**config.mk**
```make
export PLATFORM = sky130hd
export DESIGN_NAME = pwm_timer_ctrl
export DESIGN_NICKNAME = d
export VERILOG_FILES = /design/src/rtl/pwm_ctrl_pkg.sv /design/src/rtl/pwm_prescaler.sv /design/src/rtl/pwm_timer_ctrl.sv
export SDC_FILE = /design/constraint.sdc
export NUM_CORES = 1
export LEC_CHECK = 0
export BUFFER_PORTS_ARGS = -buffer_cell sky130_fd_sc_hd__buf_2
export CAP_MARGIN = 30
export CELL_PAD_IN_SITES_DETAIL_PLACEMENT = 1
export CELL_PAD_IN_SITES_GLOBAL_PLACEMENT = 1
export CORE_AREA = 2 2 101 103
export CTS_CLUSTER_DIAMETER = 30
export DETAILED_ROUTE_END_ITERATION = 12
export DIE_AREA = 0 0 103 105
export PLACE_DENSITY_LB_ADDON = 0.15
export RECOVER_POWER = 50
export SLEW_MARGIN = 0
export SYNTH_ARGS = -nofsm -noshare
export SYNTH_HDL_FRONTEND = slang
export SYNTH_HIERARCHICAL = 1
export SYNTH_SLANG_ARGS = --single-unit
```
**constraint.sdc**
```tcl
create_clock -name clk -period 8.7 [get_ports clk]
set_clock_uncertainty 0.15 [all_clocks]
set_input_delay 0.435 -clock clk [delete_from_list [all_inputs] [get_ports clk]]
set_output_delay 0.435 -clock clk [all_outputs]
set_load 0.1 [all_outputs]
```
**src/rtl/pwm_ctrl_pkg.sv**
```systemverilog
// Shared constants for the PWM timer controller: register map, CTRL/STATUS
// bit positions, FSM state encoding and the reset period.
package pwm_ctrl_pkg;

  localparam logic [1:0] ADDR_CTRL   = 2'd0;
  localparam logic [1:0] ADDR_PERIOD = 2'd1;
  localparam logic [1:0] ADDR_DUTY   = 2'd2;
  localparam logic [1:0] ADDR_STATUS = 2'd3;

  localparam int unsigned CTRL_EN        = 0;
  localparam int unsigned CTRL_ONESHOT   = 1;
  localparam int unsigned CTRL_IRQ_EN    = 2;
  localparam int unsigned CTRL_PRESC_LSB = 8;

  localparam int unsigned STAT_WRAP    = 0;
  localparam int unsigned STAT_RUNNING = 1;

  localparam logic [15:0] RESET_PERIOD = 16'hFFFF;

  typedef enum logic [1:0] {
    ST_IDLE = 2'd0,
    ST_LOAD = 2'd1,
    ST_RUN  = 2'd2,
    ST_DONE = 2'd3
  } state_t;

endpackage

```
**src/rtl/pwm_prescaler.sv**
```systemverilog
// Clock-enable prescaler: tick is high one cycle out of every presc+1.
// clr restarts the division so the first tick lands presc cycles later.
module pwm_prescaler #(
  parameter int unsigned PRESC_W = 8
) (
  input  logic               clk,
  input  logic               rst,
  input  logic               clr,
  input  logic [PRESC_W-1:0] presc,
  output logic               tick
);

  logic [PRESC_W-1:0] div_q;

  assign tick = (div_q == presc);

  // Divider counter; restarts on clear or after each tick.
  always_ff @(posedge clk) begin
    if (rst || clr || tick) begin
      div_q <= '0;
    end else begin
      div_q <= div_q + PRESC_W'(1);
    end
  end

endmodule

```
**src/rtl/pwm_timer_ctrl.sv**
```systemverilog
// PWM timer controller: bus-programmed shadow PERIOD/DUTY that commit to the
// external period register only at LOAD and counter wrap, plus counter,
// registered PWM output and level wrap interrupt.
// Optional build macro PWM_PRESCALE_EN adds a CTRL[15:8] clock prescaler.
module pwm_timer_ctrl
  import pwm_ctrl_pkg::*;
#(
  parameter int unsigned CNT_W   = 16,
  parameter int unsigned PRESC_W = 8
) (
  input  logic             clk,
  input  logic             rst,
  input  logic             bus_we,
  input  logic             bus_re,
  input  logic [1:0]       bus_addr,
  input  logic [15:0]      bus_wdata,
  output logic [15:0]      bus_rdata,
  output logic [CNT_W-1:0] pr_next,
  input  logic [CNT_W-1:0] pr_q,
  output logic [CNT_W-1:0] cnt,
  output logic             pwm_out,
  output logic             irq
);

  state_t           state_q, state_d;
  logic [CNT_W-1:0] cnt_d;
  logic [CNT_W-1:0] duty_act_q, duty_act_d;
  logic [CNT_W-1:0] period_sh_q, duty_sh_q;
  logic             en_q, oneshot_q, irq_en_q, wrap_q;
  logic             tick, wrap_evt;
  logic             wr_ctrl, wr_period, wr_duty, wr_status;
  logic [15:0]      ctrl_rd, status_rd, rd_mux;

  assign wr_ctrl   = bus_we && (bus_addr == ADDR_CTRL);
  assign wr_period = bus_we && (bus_addr == ADDR_PERIOD);
  assign wr_duty   = bus_we && (bus_addr == ADDR_DUTY);
  assign wr_status = bus_we && (bus_addr == ADDR_STATUS);

`ifdef PWM_PRESCALE_EN
  logic [PRESC_W-1:0] presc_q;
  logic               presc_clr;

  // Prescale value lives in CTRL[15:8].
  always_ff @(posedge clk) begin
    if (rst) begin
      presc_q <= '0;
    end else if (wr_ctrl) begin
      presc_q <= bus_wdata[CTRL_PRESC_LSB +: PRESC_W];
    end
  end

  // Outside RUN covers IDLE and LOAD; every wrap restarts the division too.
  assign presc_clr = (state_q != ST_RUN) || wrap_evt;

  pwm_prescaler #(
    .PRESC_W (PRESC_W)
  ) u_prescaler (
    .clk   (clk),
    .rst   (rst),
    .clr   (presc_clr),
    .presc (presc_q),
    .tick  (tick)
  );
`else
  assign tick = 1'b1;
`endif

  // Next-state, next-count and duty commit; EN low beats a pending wrap.
  always_comb begin
    state_d    = state_q;
    cnt_d      = cnt;
    duty_act_d = duty_act_q;
    wrap_evt   = 1'b0;
    case (state_q)
      ST_IDLE: begin
        cnt_d = '0;
        if (en_q) state_d = ST_LOAD;
      end
      ST_LOAD: begin
        cnt_d      = '0;
        duty_act_d = duty_sh_q;
        state_d    = en_q ? ST_RUN : ST_IDLE;
      end
      ST_RUN: begin
        if (!en_q) begin
          cnt_d   = '0;
          state_d = ST_IDLE;
        end else if (tick) begin
          if (cnt == pr_q) begin
            wrap_evt   = 1'b1;
            cnt_d      = '0;
            duty_act_d = duty_sh_q;
            if (oneshot_q) state_d = ST_DONE;
          end else begin
            cnt_d = cnt + CNT_W'(1);
          end
        end
      end
      ST_DONE: begin
        cnt_d = '0;
        if (!en_q) state_d = ST_IDLE;
      end
      default: begin
        cnt_d   = '0;
        state_d = ST_IDLE;
      end
    endcase
  end

  // Period register input: hold unless committing the shadow period.
  always_comb begin
    pr_next = pr_q;
    if (!rst && ((state_q == ST_LOAD) || wrap_evt)) pr_next = period_sh_q;
  end

  // FSM, counter and PWM registers; pwm_out is built from next-cycle values
  // so it lines up with cnt instead of trailing it.
  always_ff @(posedge clk) begin
    if (rst) begin
      state_q    <= ST_IDLE;
      cnt        <= '0;
      duty_act_q <= '0;
      pwm_out    <= 1'b0;
    end else begin
      state_q    <= state_d;
      cnt        <= cnt_d;
      duty_act_q <= duty_act_d;
      pwm_out    <= (state_d == ST_RUN) && (cnt_d < duty_act_d);
    end
  end

  // Bus-writable control, shadow registers and sticky WRAP (set wins on W1C).
  always_ff @(posedge clk) begin
    if (rst) begin
      en_q        <= 1'b0;
      oneshot_q   <= 1'b0;
      irq_en_q    <= 1'b0;
      period_sh_q <= CNT_W'(RESET_PERIOD);
      duty_sh_q   <= '0;
      wrap_q      <= 1'b0;
    end else begin
      if (wr_ctrl) begin
        en_q      <= bus_wdata[CTRL_EN];
        oneshot_q <= bus_wdata[CTRL_ONESHOT];
        irq_en_q  <= bus_wdata[CTRL_IRQ_EN];
      end
      if (wr_period) period_sh_q <= bus_wdata[CNT_W-1:0];
      if (wr_duty)   duty_sh_q   <= bus_wdata[CNT_W-1:0];
      if (wrap_evt) begin
        wrap_q <= 1'b1;
      end else if (wr_status && bus_wdata[STAT_WRAP]) begin
        wrap_q <= 1'b0;
      end
    end
  end

  // Read views of CTRL and STATUS; unimplemented bits read zero.
  always_comb begin
    ctrl_rd               = '0;
    ctrl_rd[CTRL_EN]      = en_q;
    ctrl_rd[CTRL_ONESHOT] = oneshot_q;
    ctrl_rd[CTRL_IRQ_EN]  = irq_en_q;
`ifdef PWM_PRESCALE_EN
    ctrl_rd[CTRL_PRESC_LSB +: PRESC_W] = presc_q;
`else
    ctrl_rd[CTRL_PRESC_LSB +: PRESC_W] = '0;
`endif
    status_rd               = '0;
    status_rd[STAT_WRAP]    = wrap_q;
    status_rd[STAT_RUNNING] = (state_q == ST_RUN);
  end

  // Register read mux; shadow values, not the active ones, are returned.
  always_comb begin
    case (bus_addr)
      ADDR_CTRL:   rd_mux = ctrl_rd;
      ADDR_PERIOD: rd_mux = 16'(period_sh_q);
      ADDR_DUTY:   rd_mux = 16'(duty_sh_q);
      default:     rd_mux = status_rd;
    endcase
  end

  // Registered read data, held between reads.
  always_ff @(posedge clk) begin
    if (rst) begin
      bus_rdata <= '0;
    end else if (bus_re) begin
      bus_rdata <= rd_mux;
    end
  end

  assign irq = wrap_q & irq_en_q;

endmodule

```
### Word level (Yosys, flattened, before mapping)

Index checks and enable logic that the tools add are counted.

* bits in registers: 87
* input bits: 38
* output and inout port bits: 50
* word-level logic and storage cells: 55

* $add $sub $neg: 1
* magnitude comparators: 1
* equality and inequality tests: 8
* muxes and demuxes: 20
* bitwise logic cells: 1
* reduce and logical (&&, ||, !) cells: 13

Operators with widths (number)
* $mux 16: 5
* $pmux 16 s2: 2
* $pmux 16 s3: 1
* $add 16x1->16 const B: 1
* $eq 16x16->1: 1
* $lt 16x16->1: 1
* $mux 2: 6
* $eq 2x2->1 const B: 5
* $pmux 2 s4: 1
* $logic_and 1x1->1: 7
* $mux 1: 5
* $eq 2x1->1 const B: 2
* $logic_not 2->1: 2
* $reduce_or 3->1: 1
* $reduce_bool 2->1: 1
* $and 1x1->1: 1
* $logic_not 1->1: 1
* $logic_or 1x1->1: 1

### Depth between registers and ports, before layout

Gate-level depths: netlist of the first run.

* depth in word-level cells: 7
* mapped depth: 14

### Worst setup path after synthesis of the first run

Ideal clock, no wire load.

* path type: flip-flop to flip-flop
* start: register cnt[0]
* end: register pwm_out
* library setup time: 59 ps
* arrival: 3456 ps
* data required time: 8491 ps
* setup slack: 5035 ps
* stages on the path, launching flop included: 15
* period minus slack after synthesis: 3665 ps
* cell sequence: dfxtp_1 buf_2 xnor2_1 nand4_1 nor4_4 a31oi_1 buf_2 a22oi_1 ha_1 a21o_1 a21o_1 a21oi_1 o21ai_0 nor3_1 o211a_1

* word-level cells in the longest chain between the ends: 6

Ends and longest elaborated chain
* start, declared: RTL line pwm_timer_ctrl.sv:20 `output logic [CNT_W-1:0] cnt,`
* start signal, assigned: RTL line pwm_timer_ctrl.sv:126 `cnt <= cnt_d;`
* $add 16x1->16 or $eq 16x16->1 (tied branches): RTL line pwm_timer_ctrl.sv:95, pwm_timer_ctrl.sv:89
* $mux 16 or $mux 2 (tied branches): RTL line pwm_timer_ctrl.sv:89 `if (cnt == pr_q) begin`
* $mux 16 or $mux 2 (tied branches): RTL line pwm_timer_ctrl.sv:85 `if (!en_q) begin`
* $pmux 16 s2 or $pmux 2 s4 (tied branches): RTL line pwm_timer_ctrl.sv:74 `case (state_q)`
* $lt 16x16->1 or $eq 2x2->1 (tied branches): RTL line pwm_timer_ctrl.sv:128 `pwm_out <= (state_d == ST_RUN) && (cnt_d < duty_act_d);`
* $logic_and 1x1->1 *: RTL line pwm_timer_ctrl.sv:128
* end signal, assigned: RTL line pwm_timer_ctrl.sv:128
* end, declared: RTL line pwm_timer_ctrl.sv:21 `output logic pwm_out,`

Every way passes the cells marked *; elsewhere a longest branch is shown, timed or not.
A chain may end at the register's enable or synchronous reset.

### Worst setup path in the final report of the first run

* start: register cnt[10]
* end: output pr_next[13]

* word-level cells in the longest chain between the ends: 7

Ends and longest elaborated chain
* $eq 16x16->1: RTL line pwm_timer_ctrl.sv:89
* $mux 1: RTL line pwm_timer_ctrl.sv:89
* $mux 1: RTL line pwm_timer_ctrl.sv:85
* $mux 1: RTL line pwm_timer_ctrl.sv:74
* $logic_or 1x1->1: RTL line pwm_timer_ctrl.sv:113 `if (!rst && ((state_q == ST_LOAD) || wrap_evt)) pr_next = period_sh_q;`
* $logic_and 1x1->1: RTL line pwm_timer_ctrl.sv:113
* $mux 16: RTL line pwm_timer_ctrl.sv:113
* end, declared: RTL line pwm_timer_ctrl.sv:18 `output logic [CNT_W-1:0] pr_next,`

Every way passes these cells.

==> run summary, run 1 <==
The H-tree generated during clock tree synthesis spans 3 levels. The flow ran to the end, and the final reports show no timing, DRC or antenna violations. Dividing total power by cell area gives a power density of 185 mW/mm^2.

Traced cell by cell, the critical path runs through xnor2_1, nand4_1, nor4_4, nand3_2, a21oi_4, mux2_2, buf_2. The synthesized area divided by synthesized cell count is 8.70 um^2. The via count of the first global-routing pass is 3959.

The portion of total power attributed to sequential cells is 46.0%. The worst setup path is launched from a register. After detailed placement, the design holds a cell count of 680. The initial antenna violation count came out at 0. The required arrival time at the worst endpoint came out at 8.12 ns. The arrival time at the worst endpoint is 3.16 ns. The port buffer count is 87. The insertion delay of the later-clocked pin in the worst-skew pair came out at 0.37 ns. The number of sinks driven by the clock tree is 87.

Summing every instance area after synthesis gives 0.00422 mm^2. The final setup violation count is 0. Dividing the detail-routed wire length by the instance count gives 18.4 um.

CTS placed an instance of sky130_fd_sc_hd__clkbuf_8 at the clock tree root. The die area came out at 0.0108 mm^2. The area of the core is 0.00964 mm^2.

The first-pass detailed-route iteration total came out at 4. STA classifies the critical path endpoint as a primary output. Counting every instance in the synthesized netlist gives 485.

Per report_power, the clock group accounts for 36.0% of the total. The initialized floorplan defines 36 standard-cell rows. The final weighted congestion in routability-driven placement is 0.831. The floorplan die height is 105 um. The maximum vdd drop came out at 0.0735 mV.

The worst path in the final design needs a cycle of 3.75 ns, including I/O delays and setup. The register bit total from synthesis came out at 87. The headroom to the max-slew limit is 21.2%.

The worst-margin pin slew came out at 1.19 ns. The final global-route overflow total came out at 0. Sequential cells were found to cover 41.3% of the synthesized design area. After Yosys synthesis, and, or, nand and nor cells account for 22.7% of the synthesized area. The total DRC errors in the routed layout is 0. After legalization and detailed placement, the total HPWL measured 9.33 mm. The count of flip-flops with a built-in enable after synthesis came out at 0.

The number of antenna diodes is 0. Synthesis produced a netlist with a net count of 543. The adder-cell share of the synthesized area is 5.93%. After layout, the worst path uses 43.1% of the clock period.

The hold violation total from the final report is 0. Setup repair after global routing left no endpoint under its margin. The leakage dissipation came out at 1.94 nW.

The fraction of layout instances using a drive strength above 1 came out at 19.7%. The most common cell after layout, fill and taps aside is sky130_fd_sc_hd__dfxtp_1. The multi-input logic area came out at 0.00233 mm^2. The maximum clock path buffer count came out at 2. The internal power is 0.621 mW.

After the first detailed-routing iteration, the DRC count stood at 105. In the synthesized netlist, mux cells make up 6.76% of the area. The count of boundary I/O pins is 88. Setup total negative slack on the finished layout was measured at 0 ns.

After clock tree synthesis, the clock-pin slew on the worst setup and hold paths is 0.09 ns. TritonCTS built the clock tree. In this run the worst hold path is classified as in -> reg. The worst-path cell with the longest stage delay is sky130_fd_sc_hd__a21oi_4.

The prevailing post-synth register cell is sky130_fd_sc_hd__dfxtp_1. The parity-gate share of the synthesized area counting xor and xnor cells came out at 6.22%. The delay of the slowest cell on the worst path is 0.54 ns. Net switching is 32.3% of the power. The number of gates resized after CTS was 0. By area, the combinational part of the netlist is dominated by simple AND/OR/NAND/NOR gates.

The synthesized netlist devotes 13.6% of its cell area to compound gates. The post-placement worst setup slack is 4.93 ns. The async set-reset flop share out of synthesis is 0%. The total track usage came out at 24.3%. The Yosys step of the flow raised 6 warnings.

The number of setup buffers added after CTS is 0. The final layout contains 616 nets. The total vias in the final route came out at 3831.

The width of the die is 103 um. Entering global routing, the biggest net connects 88 pins. The worst-case setup margin in the final layout is 4.95 ns.

From synthesis to final layout, the design area changed by 17.2%. The startpoint-to-endpoint class of the critical path is reg -> out. The number of standard cells in the final layout excluding fillers came out at 696.

The switching component of the power came out at 0.296 mW. The starting density of the core is 43.8%. The reported max-cap violation count came out at 0. The count of nets left with antenna violations after detail routing came out at 0.

The final-report max-slew violation count was 0. Timing would allow up to 267 MHz. The share of power burned in combinational logic came out at 18.0%. The flip-flop and latch area is 0.00174 mm^2. The global-route wire length before repair is 20.0 mm. The number of fill cells in the layout is 1223. In the layout the commonest cells are sky130_fd_sc_hd__dfxtp_1 (87), sky130_fd_sc_hd__nand2_1 (70), sky130_fd_sc_hd__buf_2 (68), sky130_fd_sc_hd__nor2_1 (63), sky130_fd_sc_hd__a22oi_1 (29). The via density per instance came out at 5.50. The number of buffers inserted for hold repair after clock tree synthesis is 0. The number of library cell types mapped by synthesis is 45. The number of clock buffers inserted by TritonCTS is 9.

In this run the worst path has a maximum fanout of 16. The detailed-route wire length came out at 12.8 mm.
-- worst paths after layout --
| path | slack, ns | endpoint | depth (start not counted) | startpoint |
|---|---|---|---|---|
| setup / recovery | 4.95 | pr_next[13] | 7 | cnt[10] |
| hold / removal | 0.14 | period_sh_q[8] | 3 | bus_wdata[8] |
| setup reg to reg | 5.04 | pwm_out | 12 | cnt[10] |
| hold reg to reg | 0.33 | duty_sh_q[4] | 2 | duty_sh_q[4] |
-- area by class of cell --
type | count | share of cell area [%]
multi-input cells | 362 | 47.1
flip-flops and latches | 87 | 35.2
inverters | 5 | 0.379
clock inverters | 6 | 1.87
clock buffers | 10 | 2.78
repair buffers | 93 | 9.30
well taps | 133 | 3.36
-- Yosys cell counts (8+ instances only) --
library cell | number | share of area, %
sky130_fd_sc_hd__dfxtp_1 | 87 | 41
sky130_fd_sc_hd__nand2_1 | 70 | 6.2
sky130_fd_sc_hd__nor2_1 | 63 | 5.6
sky130_fd_sc_hd__a22oi_1 | 29 | 5.2
sky130_fd_sc_hd__xnor2_1 | 25 | 5.2
sky130_fd_sc_hd__clkbuf_1 | 24 | 2.1
sky130_fd_sc_hd__a21oi_1 | 23 | 2.7
sky130_fd_sc_hd__ha_1 | 20 | 5.9
sky130_fd_sc_hd__nand3b_1 | 18 | 3.2
sky130_fd_sc_hd__nor3_1 | 17 | 2.0
sky130_fd_sc_hd__mux2_2 | 16 | 4.3
sky130_fd_sc_hd__a211oi_1 | 14 | 2.5
sky130_fd_sc_hd__nand3_1 | 9 | 1.1
sky130_fd_sc_hd__nand4_1 | 8 | 1.2
-- worst max-delay path, delay by kind of cell (launching register included) --
kind                      cells  cell delay (ns)
xor gates and xnor gates      1             0.28
buffers and inverters         1             0.30
and+or+nand+nor               3             0.87
DFF                           1             0.37
AOI/OAI and AO/OA             1             0.54
muxes                         1             0.41
-- power groups by stage --
stage / Sequential, mW / Clock [mW] / Combinational, mW
after floorplan: 0.461 / 0 / 0.0947
after detailed placement: 0.431 / 0 / 0.166
after CTS: 0.422 / 0.335 / 0.167
after global routing: 0.423 / 0.349 / 0.175
after global placement: 0.431 / 0 / 0.162
final: 0.422 / 0.330 / 0.165
-- per-layer routing --
layer  wire length (um)  track usage (%)  up-vias
li1                   -                -     1846
met1               5420             29.1     1878
met2               6670             42.7       84
met3                477             5.02       23
met4                255             7.61        0
met5                  0                0        -
-- sequential cells by signal, indices dropped and copies added (netlist names) --
register     count
en_q             1
duty_sh_q       16
bus_rdata       16
oneshot_q        1
pwm_out          1
state_q          2
duty_act_q      16
period_sh_q     16
wrap_q           1
irq_en_q         1
cnt             16
-- metrics by stage --
step	hold slack, ns	area (um^2)	utilization [%]	power [mW]
floorplan	0.296	4220	-	0.556
finish	0.135	4950	51.3	0.917
global route	0.135	4950	51.3	0.948
detailed placement	0.320	4750	49.2	0.597
CTS	0.130	4980	51.6	0.924
global placement	0.315	4720	48.9	0.593
-- kinds of logic (layout without fill, tap and decap cells) --
family,after synthesis,in the layout
fa+ha+maj,20,20
buf+inv,36,114
compound gates,84,84
simple gates,204,204
mux,24,24
xor+xnor,30,30
flops,87,87
No activity file was read; power rests on OpenSTA's default activity.
==> run 2, diff against run 1 <==
--- a/config.mk
+++ b/config.mk
@@ -5,14 +5,15 @@
 export SDC_FILE = /design/constraint.sdc
 export NUM_CORES = 1
 export LEC_CHECK = 0
+export ABC_AREA = 1
 export BUFFER_PORTS_ARGS = -buffer_cell sky130_fd_sc_hd__buf_2
 export CAP_MARGIN = 30
 export CELL_PAD_IN_SITES_DETAIL_PLACEMENT = 1
 export CELL_PAD_IN_SITES_GLOBAL_PLACEMENT = 1
-export CORE_AREA = 2 2 101 103
+export CORE_AREA = 2 2 117 119
 export CTS_CLUSTER_DIAMETER = 30
 export DETAILED_ROUTE_END_ITERATION = 12
-export DIE_AREA = 0 0 103 105
+export DIE_AREA = 0 0 119 121
 export PLACE_DENSITY_LB_ADDON = 0.15
 export RECOVER_POWER = 50
 export SLEW_MARGIN = 0
==> constraint.sdc (replaced) <==
create_clock -name clk -period 3.15 [get_ports clk]
set_clock_uncertainty 0.15 [all_clocks]
set_input_delay 0.1575 -clock clk [delete_from_list [all_inputs] [get_ports clk]]
set_output_delay 0.1575 -clock clk [all_outputs]
set_load 0.1 [all_outputs]
==> run 2 against run 1 <==
Effect of this change:
- the flow now finishes with violations (max-capacitance violations, max-slew violations)
- sequential power rose to 3.1 times the previous value
- cell count grew 36%
- combinational power rose to 11 times the previous value
- worst hold slack worse by 0.054 ns
- sequential share of layout area is 6.4 points lower
- die area is 33% higher
- worst setup slack got worse by 4.8 ns
- routed wire length increased by 31%
- synthesized cell count is 38% higher
==> run summary, run 2 <==
The number of library cell types mapped by synthesis came to 34 (-24%). The synthesized area divided by synthesized cell count is 6.96 um^2 (-20%). Leaving out fill and tap cells, the most frequent cell in the layout is sky130_fd_sc_hd__nand2_1. The total vias in the final route is 4917 (+28%). The worst-case setup margin in the final layout came out at 0.179 ns (-4.77 ns). The maximum vdd drop came out at 0.257 mV (+250%). The fraction of layout instances using a drive strength above 1 came out at 18.8% (-0.93 points). The via count of the first global-routing pass is 4992 (+26%). The count of nets left with antenna violations after detail routing is 0 (unchanged).

The startpoint-to-endpoint class of the critical path is reg -> reg. The placed wire-length estimate is 12.8 mm (+37%). The count of cells along the worst hold path came out at 3 (unchanged). In the layout the commonest cells are sky130_fd_sc_hd__nand2_1 (116), sky130_fd_sc_hd__inv_1 (89), sky130_fd_sc_hd__nor2_1 (73), sky130_fd_sc_hd__dfxtp_1 (71), sky130_fd_sc_hd__a21oi_1 (45). The final global-route overflow total was 0 (unchanged). The reported max-cap violation count is 1 (+1).

The initial antenna violation count came to 0 (unchanged). Ranked by total cell area, the synthesized netlist is headed by sky130_fd_sc_hd__dfxtp_1 (38%), sky130_fd_sc_hd__nand2_1 (9.4%), sky130_fd_sc_hd__inv_1 (7.2%). The insertion delay of the later-clocked pin in the worst-skew pair is 0.35 ns (-0.02 ns).

The area fraction of the dominant cell type after synthesis is 37.5% (-3.8 points). The prevailing post-synth register cell is sky130_fd_sc_hd__dfxtp_1. The via density per instance came to 5.18 (-5.9%).

The final weighted congestion in routability-driven placement was 0.837 (+0.69%). The synthesized net count is 725 (+34%). The count of flip-flops with a built-in enable after synthesis came out at 0 (unchanged). The starting density of the core is 35.5% (-8.3 points). The shortest clock period the worst path allows after layout came out at 2.97 ns. The maximum clock path buffer count is 2 (unchanged). The die area is 0.0144 mm^2 (+33%). Derived from the worst setup path, the maximum achievable clock frequency is 337 MHz. The required arrival time at the worst endpoint was 3.28 ns (-4.84 ns).

The final-report max-slew violation count is 52 (+52). The tree is rooted in a sky130_fd_sc_hd__clkbuf_16. The worst reg-to-reg path cell count came out at 19 (+7). The number of nets in the final layout was 825 (+34%). TritonCTS built the clock tree. The count of yosys warnings during synthesis is 6 (unchanged). The floorplan die height is 121 um (+15%). The post-placement worst setup slack came to -0.0504 ns (-4.99 ns). In this run the worst hold path is classified as in -> reg. The proportion of synthesized chip area in sequential cells came out at 37.5% (-3.8 points). The async set-reset flop share out of synthesis is 0% (unchanged). The floorplan row count is 42 (+17%). STA classifies the critical path endpoint as a register. The total track usage came to 23.5% (-0.72 points). The H-tree level count came to 3 (unchanged).

The pin count of the biggest net entering global routing came out at 52 (-41%). The clock-pin transition on the worst setup and hold timing paths was 0.07 ns (-0.02 ns). The synthesized instance count was 667 (+38%). The total DRC errors in the routed layout was 0 (unchanged). The relative area change from synthesis to final layout came out at 32.4%. The standard cell area after detailed placement is 0.00558 mm^2 (+18%). The number of clock buffers inserted by TritonCTS was 9 (unchanged).

The area of the core was 0.0131 mm^2 (+36%). The final setup violation count came to 0 (unchanged). The global-route wire length before repair came out at 26.2 mm (+31%). The netlist area before placement came to 0.00464 mm^2 (+10%). The synthesized design spends more area on one cell type than any other, namely sky130_fd_sc_hd__dfxtp_1. The leakage dissipation came to 2.64 nW (+36%). The number of sinks driven by the clock tree came out at 87 (unchanged). The worst-margin pin slew is 2.06 ns (+0.875 ns). The final core utilization came out at 47.0% (-4.3 points). The detailed-route wire length came out at 16.8 mm (+31%). The register bit total from synthesis came out at 87 (unchanged).

The hold violation total from the final report came out at 0 (unchanged). The first-pass detailed-route iteration total is 5 (+1). The final reports fail on max-capacitance violations, max-slew violations. The arrival time at the worst endpoint came out at 3.10 ns (-0.06 ns). Counting instances in the post-synthesis netlist gives the leading cell types as sky130_fd_sc_hd__nand2_1 (116), sky130_fd_sc_hd__inv_1 (89), sky130_fd_sc_hd__dfxtp_1 (87). The number of violations reported at the end of detailed-routing iteration 0 came to 272 (+160%). The summed area of non-filler cells in the final layout is 0.00615 mm^2 (+24%). The width of the die is 119 um (+16%).

The final routed wire length divided by cell count came out at 17.7 um (-3.7%). The startpoint type of the worst setup path is a register. The headroom to the max-slew limit came out at -37.5% (-59 points). Yosys instantiated no cell more often than sky130_fd_sc_hd__nand2_1. The run finished, with violations left.

The worst-path maximum fanout is 4 (-12). The count of boundary I/O pins is 88 (unchanged). The port buffer count is 87 (unchanged). The final clock period utilization by the worst path is 94.3%. The power density over cell area is 691 mW/mm^2 (+270%).
run 2: cell types whose count changed after synthesis, sizes merged, moves of 19 or more:
cell,before,now
nor2,63,82
nand2,70,116
xnor2,25,3
a22oi,29,0
a21oi,24,50
inv,5,92
o21ai,5,83
o211ai,1,29
run 2: final timing paths:
kind	slack (ns)	start	end
worst min-delay path	0.08	bus_addr[1]	bus_rdata[0]
worst min register to register	0.36	oneshot_q	oneshot_q
worst max-delay path	0.18	cnt[1]	pwm_out
worst max register to register	0.18	cnt[1]	pwm_out
run 2: metal layers:
layer | wire length (um) | share of wire, % | track usage, % | vias up
li1 | - | - | - | 2411
met1 | 7810 | 46 | 30.0 | 2353
met2 | 8030 | 48 | 40.7 | 135
met3 | 710 | 4.2 | 3.38 | 18
met4 | 290 | 1.7 | 8.11 | 0
met5 | 0 | 0 | 0 | -
run 2: repair_timing:
item                                    4_1_cts  5_1_grt
pin swaps                                     0        6
gates cloned                                  0        2
hold endpoints to repair                     30        0
endpoints found under the setup margin        1       17
resized for setup                             1       21
setup buffers                                 0        4
hold buffers                                 17        0
run 2: where the power goes:
part | switching [mW] | total, mW | internal (mW)
combinational | 1.24 | 1.83 | 0.595
sequential | 0.0754 | 1.30 | 1.22
clock | 0.472 | 1.12 | 0.649
total | 1.78 | 4.25 | 2.47
run 2: critical path, stage by stage (launching register included):
cell	delay [ns]
sky130_fd_sc_hd__dfxtp_4	0.36
sky130_fd_sc_hd__inv_1	0.06
sky130_fd_sc_hd__nor3_2	0.21
sky130_fd_sc_hd__nand2_1	0.08
sky130_fd_sc_hd__nor2_1	0.11
sky130_fd_sc_hd__inv_1	0.09
sky130_fd_sc_hd__nor2_4	0.12
sky130_fd_sc_hd__inv_2	0.07
sky130_fd_sc_hd__nor2_1	0.09
sky130_fd_sc_hd__inv_1	0.06
sky130_fd_sc_hd__o21ai_0	0.19
sky130_fd_sc_hd__nand2_1	0.13
sky130_fd_sc_hd__nor2_2	0.13
sky130_fd_sc_hd__ha_1	0.26
sky130_fd_sc_hd__a21oi_1	0.14
sky130_fd_sc_hd__nand3b_1	0.12
sky130_fd_sc_hd__a21oi_1	0.08
sky130_fd_sc_hd__a2111oi_2	0.21
sky130_fd_sc_hd__nand3_1	0.13
sky130_fd_sc_hd__a21oi_2	0.13
run 2: metrics by stage:
step | hold WS (ns) | total power, mW | cells | setup TNS [ns]
floorplan | 0.134 | 2.52 | 667 | 0
global placement | 0.246 | 3.02 | 909 | 0
detailed placement | 0.251 | 3.08 | 909 | -0.0504
CTS | 0.0713 | 4.23 | 942 | 0
global route | 0.127 | 4.48 | 948 | -0.0415
finish | 0.0809 | 4.25 | 949 | 0
run 2: logic make-up (layout without fill, tap and decap cells):
kind of cell,Yosys count,count (layout),synth area share [%]
adder cells (fa/ha/maj),20,20,5.39
AND/OR/NAND/NOR,232,232,20.7
AO/OA/AOI/OAI,184,184,23.1
XOR/XNOR,13,13,2.45
other,0,1,0
flip-flops,87,87,37.5
buffers and inverters,131,236,10.9
run 2: layout make-up:
| class | instances | area (um^2) |
|---|---|---|
| Fill cell | 1672 | 6930 |
| Multi-Input combinational cell | 449 | 2520 |
| Sequential cell | 87 | 1770 |
| Timing Repair Buffer | 121 | 937 |
| Inverter | 97 | 372 |
| Clock buffer | 10 | 239 |
| Tap cell | 176 | 220 |
| Clock inverter | 6 | 76.3 |
| Timing Repair inverter | 2 | 11.3 |
| Antenna cell | 1 | 2.50 |
==> run 3, diff against run 2 <==
--- a/config.mk
+++ b/config.mk
@@ -12,6 +12,7 @@
 export CELL_PAD_IN_SITES_GLOBAL_PLACEMENT = 1
 export CORE_AREA = 2 2 117 119
 export CTS_CLUSTER_DIAMETER = 30
+export CTS_CLUSTER_SIZE = 28
 export DETAILED_ROUTE_END_ITERATION = 12
 export DIE_AREA = 0 0 119 121
 export PLACE_DENSITY_LB_ADDON = 0.15
==> constraint.sdc (replaced) <==
create_clock -name clk -period 2.58 [get_ports clk]
set_clock_uncertainty 0.15 [all_clocks]
set_input_delay 0.129 -clock clk [delete_from_list [all_inputs] [get_ports clk]]
set_output_delay 0.129 -clock clk [all_outputs]
set_load 0.1 [all_outputs]
==> run 3 against run 2 <==
Effect of this change:
- the flow finishes with violations (max-capacitance violations, max-slew violations, negative setup slack)
- register-to-register slack got worse by 0.61 ns
- critical path depth stayed put
- total power up 30%
- fmax is 1.5% lower
- critical endpoint unchanged
==> run summary, run 3 (synthesis gave the netlist of run 2 again) <==
The run finished, with violations left. The final reports fail on max-capacitance violations, max-slew violations, negative setup slack. The width of the die came to 119 um (unchanged). The worst-path maximum fanout came out at 3 (-1). The number of nets in the final layout was 914 (+11%). The maximum vdd drop is 0.330 mV (+28%).

The worst setup path is captured at a register. The worst-margin pin slew is 2.13 ns (+0.0668 ns). The floorplan row count is 42 (unchanged). The library cells used most frequently in the layout, excluding fill and tap cells, are sky130_fd_sc_hd__buf_4 (99), sky130_fd_sc_hd__nand2_1 (98), sky130_fd_sc_hd__inv_1 (83), sky130_fd_sc_hd__nor2_1 (73), sky130_fd_sc_hd__dfxtp_1 (71). The count of boundary I/O pins is 88 (unchanged). Setup repair after global routing could not meet its margin everywhere. The global-route wire length before repair came to 31.0 mm (+19%). The floorplan die height was 121 um (unchanged). The post-placement worst setup slack came out at -0.627 ns (-0.577 ns).

The power density over cell area is 776 mW/mm^2 (+12%). The via density per instance came out at 5.22 (+0.83%). The number of clock buffers inserted by TritonCTS was 9 (unchanged). The reported max-cap violation count came out at 1 (unchanged). In this run the worst setup path begins at cnt[0]. The area of the core is 0.0131 mm^2 (unchanged). The setup path with the least slack is of type reg -> reg. The arrival time at the worst endpoint came out at 3.15 ns (+0.05 ns).

The worst reg2reg path startpoint is cnt[0]. The final clock period utilization by the worst path is 117% (+23 points). The total track usage came out at 27.7% (+4.2 points). The total vias in the final route came to 5423 (+10%). The H-tree level count is 3 (unchanged). The worst-case setup margin in the final layout is -0.435 ns (-0.615 ns). The via count of the first global-routing pass is 5792 (+16%). The hold violation total from the final report came to 0 (unchanged). The startpoint of the most critical hold path is bus_addr[1]. The leakage dissipation is 3.14 nW (+19%). The min-delay analysis places its worst path in the category in -> reg. The relative area change from synthesis to final layout is 53.3%. The count of cells along the worst hold path came out at 3 (unchanged).

The starting density of the core is 35.5% (unchanged). The initial antenna violation count is 0 (unchanged). The port buffer count came to 87 (unchanged). The headroom to the max-slew limit is -42.0% (-4.5 points). The number of sinks driven by the clock tree is 87 (unchanged). The required arrival time at the worst endpoint is 2.71 ns (-0.57 ns). The worst reg-to-reg path cell count came out at 19 (unchanged). The maximum clock path buffer count came to 2 (unchanged). The final-report max-slew violation count is 52 (unchanged). TritonCTS built the clock tree.

The total DRC errors in the routed layout came out at 0 (unchanged). The root buffer cell is sky130_fd_sc_hd__clkbuf_16. The fraction of layout instances using a drive strength above 1 was 30.0% (+11 points).

The shortest clock period the worst path allows after layout is 3.02 ns (+0.0448 ns). The die area is 0.0144 mm^2 (unchanged). The final weighted congestion in routability-driven placement is 0.867 (+3.7%). The insertion delay of the later-clocked pin in the worst-skew pair is 0.35 ns (about the same). The number of violations reported at the end of detailed-routing iteration 0 is 344 (+26%). The final global-route overflow total is 0 (unchanged). The highest clock frequency the design can meet came out at 332 MHz (-1.5%). The count of nets left with antenna violations after detail routing was 0 (unchanged). The final setup violation count came out at 18 (+18). The final routed wire length divided by cell count came out at 18.8 um (+5.7%). The detailed-route wire length was 19.5 mm (+16%). The placed wire-length estimate came out at 13.7 mm (+7.0%). The clock-pin transition on the worst setup and hold timing paths came out at 0.07 ns (about the same). The post-layout total power was 5.52 mW (+30%). The first-pass detailed-route iteration total is 5 (unchanged).

The worst setup path is launched from a register. Leaving out fill and tap cells, the most frequent cell in the layout is sky130_fd_sc_hd__buf_4. The pin count of the biggest net entering global routing is 52 (unchanged).
## run 3: worst max-delay path, cell delays in order, from the launching register on
cell and delay (ns):
sky130_fd_sc_hd__dfxtp_4 0.38, sky130_fd_sc_hd__ha_4 0.14, sky130_fd_sc_hd__nand2_1 0.05, sky130_fd_sc_hd__nor2_1 0.10, sky130_fd_sc_hd__inv_1 0.07, sky130_fd_sc_hd__nor2_1 0.12, sky130_fd_sc_hd__inv_2 0.07, sky130_fd_sc_hd__nor2_4 0.14
sky130_fd_sc_hd__nand4_1 0.15, sky130_fd_sc_hd__nor2_1 0.12, sky130_fd_sc_hd__inv_1 0.07, sky130_fd_sc_hd__nor2_2 0.11, sky130_fd_sc_hd__xor2_1 0.21, sky130_fd_sc_hd__nor2_1 0.07, sky130_fd_sc_hd__ha_1 0.31, sky130_fd_sc_hd__nand2_1 0.07
sky130_fd_sc_hd__nor2_1 0.06, sky130_fd_sc_hd__a2111oi_2 0.31, sky130_fd_sc_hd__nand3_1 0.14, sky130_fd_sc_hd__a21oi_2 0.12
## run 3: routing by layer
metal  track usage (%)  vias to the layer above  wire, um  share of wire, %
met5                 0                        -         0                 0
li1                  -                     2591         -                 -
met4              13.3                        0       890               4.6
met3              4.42                       44       854               4.4
met2              48.3                      164      9410                48
met1              33.3                     2624      8320                43
## run 3: power breakdown
group	switching, mW	total, mW	internal, mW
clock	0.591	1.26	0.665
combinational	1.64	2.70	1.06
sequential	0.0860	1.57	1.48
total	2.32	5.52	3.21
## run 3: final timing paths
path / end / slack (ns)
worst min register to register: oneshot_q / 0.34
worst max register to register: pwm_out / -0.44
worst max-delay path: pwm_out / -0.44
worst min-delay path: bus_rdata[0] / 0.07
## run 3: final cells by class
class / count / area [um^2]
diodes: 1 / 2.50
clock buffers: 9 / 225
clock inverters: 7 / 53.8
fillers: 1633 / 5970
inverters: 97 / 372
multi-input cells: 449 / 2750
flip-flops and latches: 87 / 1790
well taps: 176 / 220
repair buffers: 211 / 1700
repair inverters: 1 / 5.00
## run 3: what timing repair did
action                                  in CTS  in global routing
resized for setup                           46                  7
buffers inserted                            11                  2
pin swaps                                   18                  4
hold buffers                                17                  0
endpoints found under the setup margin      17                 18
cloned                                       4                  0
endpoints found under the hold margin       35                  0
## run 3: through the flow
| step | area (um^2) | util (%) | setup TNS, ns | hold WS [ns] | instances |
|---|---|---|---|---|---|
| 2_1_floorplan | 4880 | - | -0.644 | 0.105 | 667 |
| 3_3_place_gp | 6340 | 48.4 | -0.321 | 0.209 | 987 |
| 3_5_place_dp | 6340 | 48.4 | -0.634 | 0.222 | 987 |
| 4_1_cts | 7130 | 54.5 | -0.913 | 0.0430 | 1035 |
| 5_1_grt | 7120 | 54.4 | -4.27 | 0.0938 | 1037 |
| 6_report | 7120 | 54.4 | -2.07 | 0.0670 | 1038 |
